--- src/rtl/cmd_pkg.sv ---
// ---------------------------------------------------------------------------
// cmd_pkg
// Shared types for the command/response path: the packet carried between
// parser, dispatcher and serializer, plus the response-framing definitions.
//   cmd_packet_t      : {cmd, addr, data}, one byte each
//   RESP_SYNC_DEFAULT : first byte of every response frame
//   resp_ser_state_t  : resp_serializer FSM states
//   resp_chk()        : 8-bit XOR checksum of a packet, shared with any
//                       receive-side frame checker
// ---------------------------------------------------------------------------
package cmd_pkg;

  typedef struct packed {
    logic [7:0] cmd;
    logic [7:0] addr;
    logic [7:0] data;
  } cmd_packet_t;

  localparam logic [7:0] RESP_SYNC_DEFAULT = 8'h5A;

  typedef enum logic [2:0] {
    IDLE = 3'd0,
    SYNC = 3'd1,
    CMD  = 3'd2,
    ADDR = 3'd3,
    DATA = 3'd4,
    CHK  = 3'd5
  } resp_ser_state_t;

  function automatic logic [7:0] resp_chk(input cmd_packet_t pkt);
    return pkt.cmd ^ pkt.addr ^ pkt.data;
  endfunction

endpackage

--- src/rtl/resp_serializer.sv ---
// ---------------------------------------------------------------------------
// resp_serializer
// Pops response packets from a first-word-fall-through FIFO and writes each
// one as a framed byte stream SYNC, CMD, ADDR, DATA[, CHK] into the TX byte
// FIFO, one byte per cycle whenever that FIFO is not full.
//
// state | meaning
// IDLE  | waiting for a packet; pops it as soon as the response FIFO is valid
// SYNC  | sending SYNC_BYTE
// CMD   | sending pkt.cmd
// ADDR  | sending pkt.addr
// DATA  | sending pkt.data (last byte when INCLUDE_CHK = 0)
// CHK   | sending cmd ^ addr ^ data (last byte when INCLUDE_CHK = 1)
//
// Ports
//   clk               in   system clock, rising edge
//   rst               in   synchronous reset, active low
//   resp_fifo_valid   in   response FIFO holds a packet
//   resp_fifo_rd_data in   head packet (cmd_packet_t)
//   resp_fifo_rd_en   out  pop strobe, one cycle per packet
//   tx_fifo_full      in   TX byte FIFO full
//   tx_fifo_wr_en     out  byte write strobe
//   tx_fifo_wr_data   out  byte being written
//   busy              out  FSM not in IDLE
//   frame_done        out  pulse with the write of a frame's last byte
//   frame_cnt         out  frames completed, wraps
// ---------------------------------------------------------------------------
module resp_serializer
  import cmd_pkg::*;
#(
  parameter logic [7:0] SYNC_BYTE   = RESP_SYNC_DEFAULT,
  parameter bit         INCLUDE_CHK = 1'b1,
  parameter int         CNT_WIDTH   = 16
) (
  input  logic                 clk,
  input  logic                 rst,
  input  logic                 resp_fifo_valid,
  input  cmd_packet_t          resp_fifo_rd_data,
  output logic                 resp_fifo_rd_en,
  input  logic                 tx_fifo_full,
  output logic                 tx_fifo_wr_en,
  output logic [7:0]           tx_fifo_wr_data,
  output logic                 busy,
  output logic                 frame_done,
  output logic [CNT_WIDTH-1:0] frame_cnt
);

  resp_ser_state_t      state_q;
  cmd_packet_t          pkt_q;
  logic [7:0]           chk_q;
  logic [CNT_WIDTH-1:0] frame_cnt_q;
  logic [CNT_WIDTH-1:0] frame_cnt_d;
  logic                 last_byte;

  // Strobes are masked while reset is asserted so a packet is never popped,
  // nor a byte written, on a cycle whose state update is being discarded.
  assign resp_fifo_rd_en = rst && (state_q == IDLE) && resp_fifo_valid;
  assign tx_fifo_wr_en   = rst && (state_q != IDLE) && !tx_fifo_full;

  assign last_byte   = INCLUDE_CHK ? (state_q == CHK) : (state_q == DATA);
  assign frame_done  = tx_fifo_wr_en && last_byte;
  assign frame_cnt_d = frame_cnt_q + 1'b1;

  assign busy      = (state_q != IDLE);
  assign frame_cnt = frame_cnt_q;

  always_comb begin
    tx_fifo_wr_data = 8'h00;
    case (state_q)
      SYNC:    tx_fifo_wr_data = SYNC_BYTE;
      CMD:     tx_fifo_wr_data = pkt_q.cmd;
      ADDR:    tx_fifo_wr_data = pkt_q.addr;
      DATA:    tx_fifo_wr_data = pkt_q.data;
      CHK:     tx_fifo_wr_data = chk_q;
      default: tx_fifo_wr_data = 8'h00;
    endcase
  end

  always_ff @(posedge clk) begin
    if (!rst) begin
      state_q     <= IDLE;
      pkt_q       <= '0;
      chk_q       <= 8'h00;
      frame_cnt_q <= '0;
    end else begin
      case (state_q)
        IDLE: begin
          if (resp_fifo_rd_en) begin
            pkt_q   <= resp_fifo_rd_data;
            chk_q   <= resp_chk(resp_fifo_rd_data);
            state_q <= SYNC;
          end
        end
        SYNC: if (tx_fifo_wr_en) state_q <= CMD;
        CMD:  if (tx_fifo_wr_en) state_q <= ADDR;
        ADDR: if (tx_fifo_wr_en) state_q <= DATA;
        DATA: if (tx_fifo_wr_en) state_q <= INCLUDE_CHK ? CHK : IDLE;
        CHK:  if (tx_fifo_wr_en) state_q <= IDLE;
        default: state_q <= IDLE;
      endcase
      if (frame_done) frame_cnt_q <= frame_cnt_d;
    end
  end

endmodule

--- config.mk ---
export PLATFORM = sky130hd
export DESIGN_NAME = resp_serializer
export DESIGN_NICKNAME = d
export VERILOG_FILES = /design/src/rtl/cmd_pkg.sv /design/src/rtl/resp_serializer.sv
export SDC_FILE = /design/constraint.sdc
export NUM_CORES = 1
export LEC_CHECK = 0
export CAP_MARGIN = 20
export CORE_MARGIN = 2
export CORE_UTILIZATION = 45
export DETAILED_ROUTE_END_ITERATION = 7
export GPL_TIMING_DRIVEN = 0
export PLACE_DENSITY = 0.73
export SLEW_MARGIN = 5
export SYNTH_ARGS = -nofsm -noshare
export SYNTH_HDL_FRONTEND = slang
export SYNTH_SLANG_ARGS = --single-unit
--- constraint.sdc ---
create_clock -name clk -period 2.1 [get_ports clk]
set_clock_uncertainty 0.2 [all_clocks]
set_input_delay 0.525 -clock clk [delete_from_list [all_inputs] [get_ports clk]]
set_output_delay 0.525 -clock clk [all_outputs]
set_load 0.01 [all_outputs]
==> results of run 1 <==
-- cell usage after synthesis, drive strengths merged --
library cell,number
xor2,14
mux2i,11
o21ai,13
clkinv,1
a21oi,10
nand2,55
nand2b,4
o22ai,8
nor2,8
nor3,6
xnor2,10
or2,1
nand4bb,1
and4bb,1
nand4,4
ha,1
o2111a,1
or4,4
buf,9
nand3,40
dfxtp,51
inv,4
o31ai,4
a22oi,4
and4,1
mux2,3
or3,3
nor2b,4
and3,3
or2b,1
clkbuf,9
-- kinds of logic (layout without fill, tap and decap cells) --
family                   count (synthesis)  count (layout)
buffers and inverters                   23             103
multiplexers                            14              14
flip-flops                              51              51
XOR/XNOR                                24              24
AND/OR/NAND/NOR                        136             136
AO/OA/AOI/OAI                           40              40
adder cells (fa/ha/maj)                  1               1
-- where the power goes --
| part | internal (mW) | switching (mW) |
|---|---|---|
| Clock | 0.300 | 0.322 |
| Sequential | 1.03 | 0.0349 |
| Combinational | 0.266 | 0.235 |
| Total | 1.60 | 0.592 |
-- registers in the layout, indices dropped and copies added, names as in the netlist --
register   cells
pkt_q         24
frame_cnt     16
state_q        3
chk_q          8
-- worst max-delay path: cells and delay by family (launching register included) --
kind | cells | cell delay (ps)
AOI/OAI and AO/OA | 2 | 330
buffers and inverters | 4 | 550
DFF | 1 | 330
-- final cells by class --
class | instances | area, sq um
plain buffers | 17 | 154
clock buffers | 7 | 96.3
clock inverters | 1 | 7.51
fillers | 450 | 1690
inverters | 5 | 23.8
multi-input cells | 215 | 1350
flip-flops and latches | 51 | 1030
well taps | 70 | 87.6
repair buffers | 73 | 694
-- stage by stage --
stage / total power [mW] / worst slack (ps) / instances / hold slack [ps]
floorplan: 1.30 / 26.7 / 289 / 229
global placement: 1.46 / -1430 / 414 / 238
detailed placement: 1.47 / -1450 / 414 / 245
CTS: 2.13 / -119 / 433 / 258
global route: 2.28 / -209 / 439 / 280
finish: 2.19 / -146 / 439 / 260
-- placed cells by master, fill, tap and decap left out, types with 5 or more instances in the layout --
master,synthesis,layout
a21oi_1,10,7
buf_2,5,12
buf_4,1,12
buf_6,1,6
clkbuf_1,9,6
clkbuf_8,0,10
clkdlybuf4s50_1,0,40
dfxtp_1,51,46
mux2i_1,11,11
nand2_1,55,53
nand3_1,39,38
nor2_1,8,8
nor3_1,6,5
o21ai_0,13,13
o22ai_1,8,8
xnor2_1,10,10
xor2_1,14,14
-- metal layers --
layer	vias up	GRT usage [%]
met1	1126	26.2
met3	12	4.82
met2	77	40.0
li1	1160	-
met5	-	0
met4	0	5.89
-- final timing paths --
kind / slack (ps) / endpoint / depth (start not counted) / from
max: -150 / tx_fifo_wr_data[4] / 6 / state_q[0]
min: 260 / pkt_q[2] / 2 / pkt_q[2]
max reg2reg: 40 / pkt_q[22] / 9 / state_q[0]
min reg2reg: 260 / pkt_q[2] / 2 / pkt_q[2]
-- what timing repair did --
action                                  4_1_cts  5_1_grt
pin swaps                                     3       12
setup buffers                                11        5
gates cloned                                  0        2
endpoints found under the setup margin       60       12
hold buffers                                  0        0
gates resized for setup                      93       19
==> impl_metrics.tcl, run 1 <==
set metrics [dict create \
    initial_core_util_pct 46.8 \
    antenna_found_initial 0 \
    synth_top_area_cell "dfxtp_1" \
    die_h_microns 77.1 \
    finalCoreUtilization_pct 67.0 \
    synth-adder-area-share_pct 0.520 \
    drtIter0Drc 105 \
    cp_slowest_stage_delay_ps 330 \
    layout_min_cycle_time_ps 2250 \
    die_w_microns 77.1 \
    overflow 0 \
    synth_top_family_by_area "simple AND/OR/NAND/NOR gates" \
    rsz0062_at_grt "true" \
    met2_length_microns 3250 \
    syn_to_final_growth_pct 43.3 \
    postLayoutCellArea_sq_um 3450 \
    wl_met3_microns 316 \
    yosysTopAreaCellShare_pct 42.5 \
    design.die.area_sq_um 5940 \
    slew_viol_final 0 \
    wirelength_microns 6500 \
    syn_nets 318 \
    cts_tree "built" \
    hp-class "reg -> reg" \
    ys_ff_latch 51 \
    violations "negative setup slack" \
    tightest_slew_ps 553 \
    antenna_left 0 \
    cp_max_fo 7 \
    cts_sinks 51 \
    power_density_nw_per_um2 635 \
    cap_violations 0 \
    leakage_nw 1.41 \
    rows 26 \
    setup_tns_ps -1030 \
    ios 56 \
    synthTopCellsByArea "dfxtp_1, nand2_1, nand3_1" \
    place_area_sq_um 3040 \
    drive_gt1_share_pct 20.3 \
    grtUsageTotal_pct 22.0 \
    grt_pass1_wl_microns 10500 \
    antennaDiodeCount 0 \
    cp_common_cell "buf_12" \
    grt_max_degree 16 \
    clock_path_buffers 2 \
    crit_type "reg -> out" \
    setup_violations 9 \
    ctsRootBufferMaster "clkbuf_8" \
    routed_via_density 5.41 \
    wl_met1_microns 2780 \
    synth_warnings 0 \
    top_layer_used "met4" \
    drc 0 \
    synth_cell_types 36 \
    status "finished, violations left" \
    vias 2375 \
    synth_cells 289 \
    synth-seq-area-share_pct 42.5 \
    end_kind "primary output" \
    dpl.hpwl_microns 4110 \
    slowest_stage "dfxtp_2" \
    cts_max_level 2 \
    hold_violations 0 \
    path_clk_slew_ps 90 \
    nets 397 \
    cp_data_arrival_time_ps 1520 \
    core_area_sq_um 5140 \
    finalCritPeriodShare_pct 107 \
    first_pass_iters 4 \
    slew_headroom_pct 63.1 \
    synth_compound_area_share_pct 9.83 \
    numCtsBuffers 5 \
    path_cells "buf_8 -> buf_12 -> buf_12 -> a22oi_1 -> o22ai_1 -> buf_2" \
    avgSynthCellArea_sq_um 8.32 \
    port_buffers 55 \
    syn_area_sq_um 2400 \
    worst_slack_ps -146 \
    yosys.area_share.xor_xnor_pct 8.74 \
    worstPathRequired_ps 1370 \
    vdd_drop_max_v 0.000497 \
    wl_per_cell_microns 14.8 \
    gp_congestion 0.786 \
    grt_pass1_vias 2282 \
    fmax_ghz 0.445 \
    synth-simple-area-share_pct 28.1 \
    worstSkewPairLatency_ps 300 \
    startpoint_type "flop" \
    synthMuxAreaShare_pct 5.98 \
]
(Power assumes the default switching activity.)
==> run 2: changes to the inputs <==
- GPL_ROUTABILITY_DRIVEN: not set -> 0
==> results of run 2 <==
Final layout, timing and power as in run 1 (identical DEF).
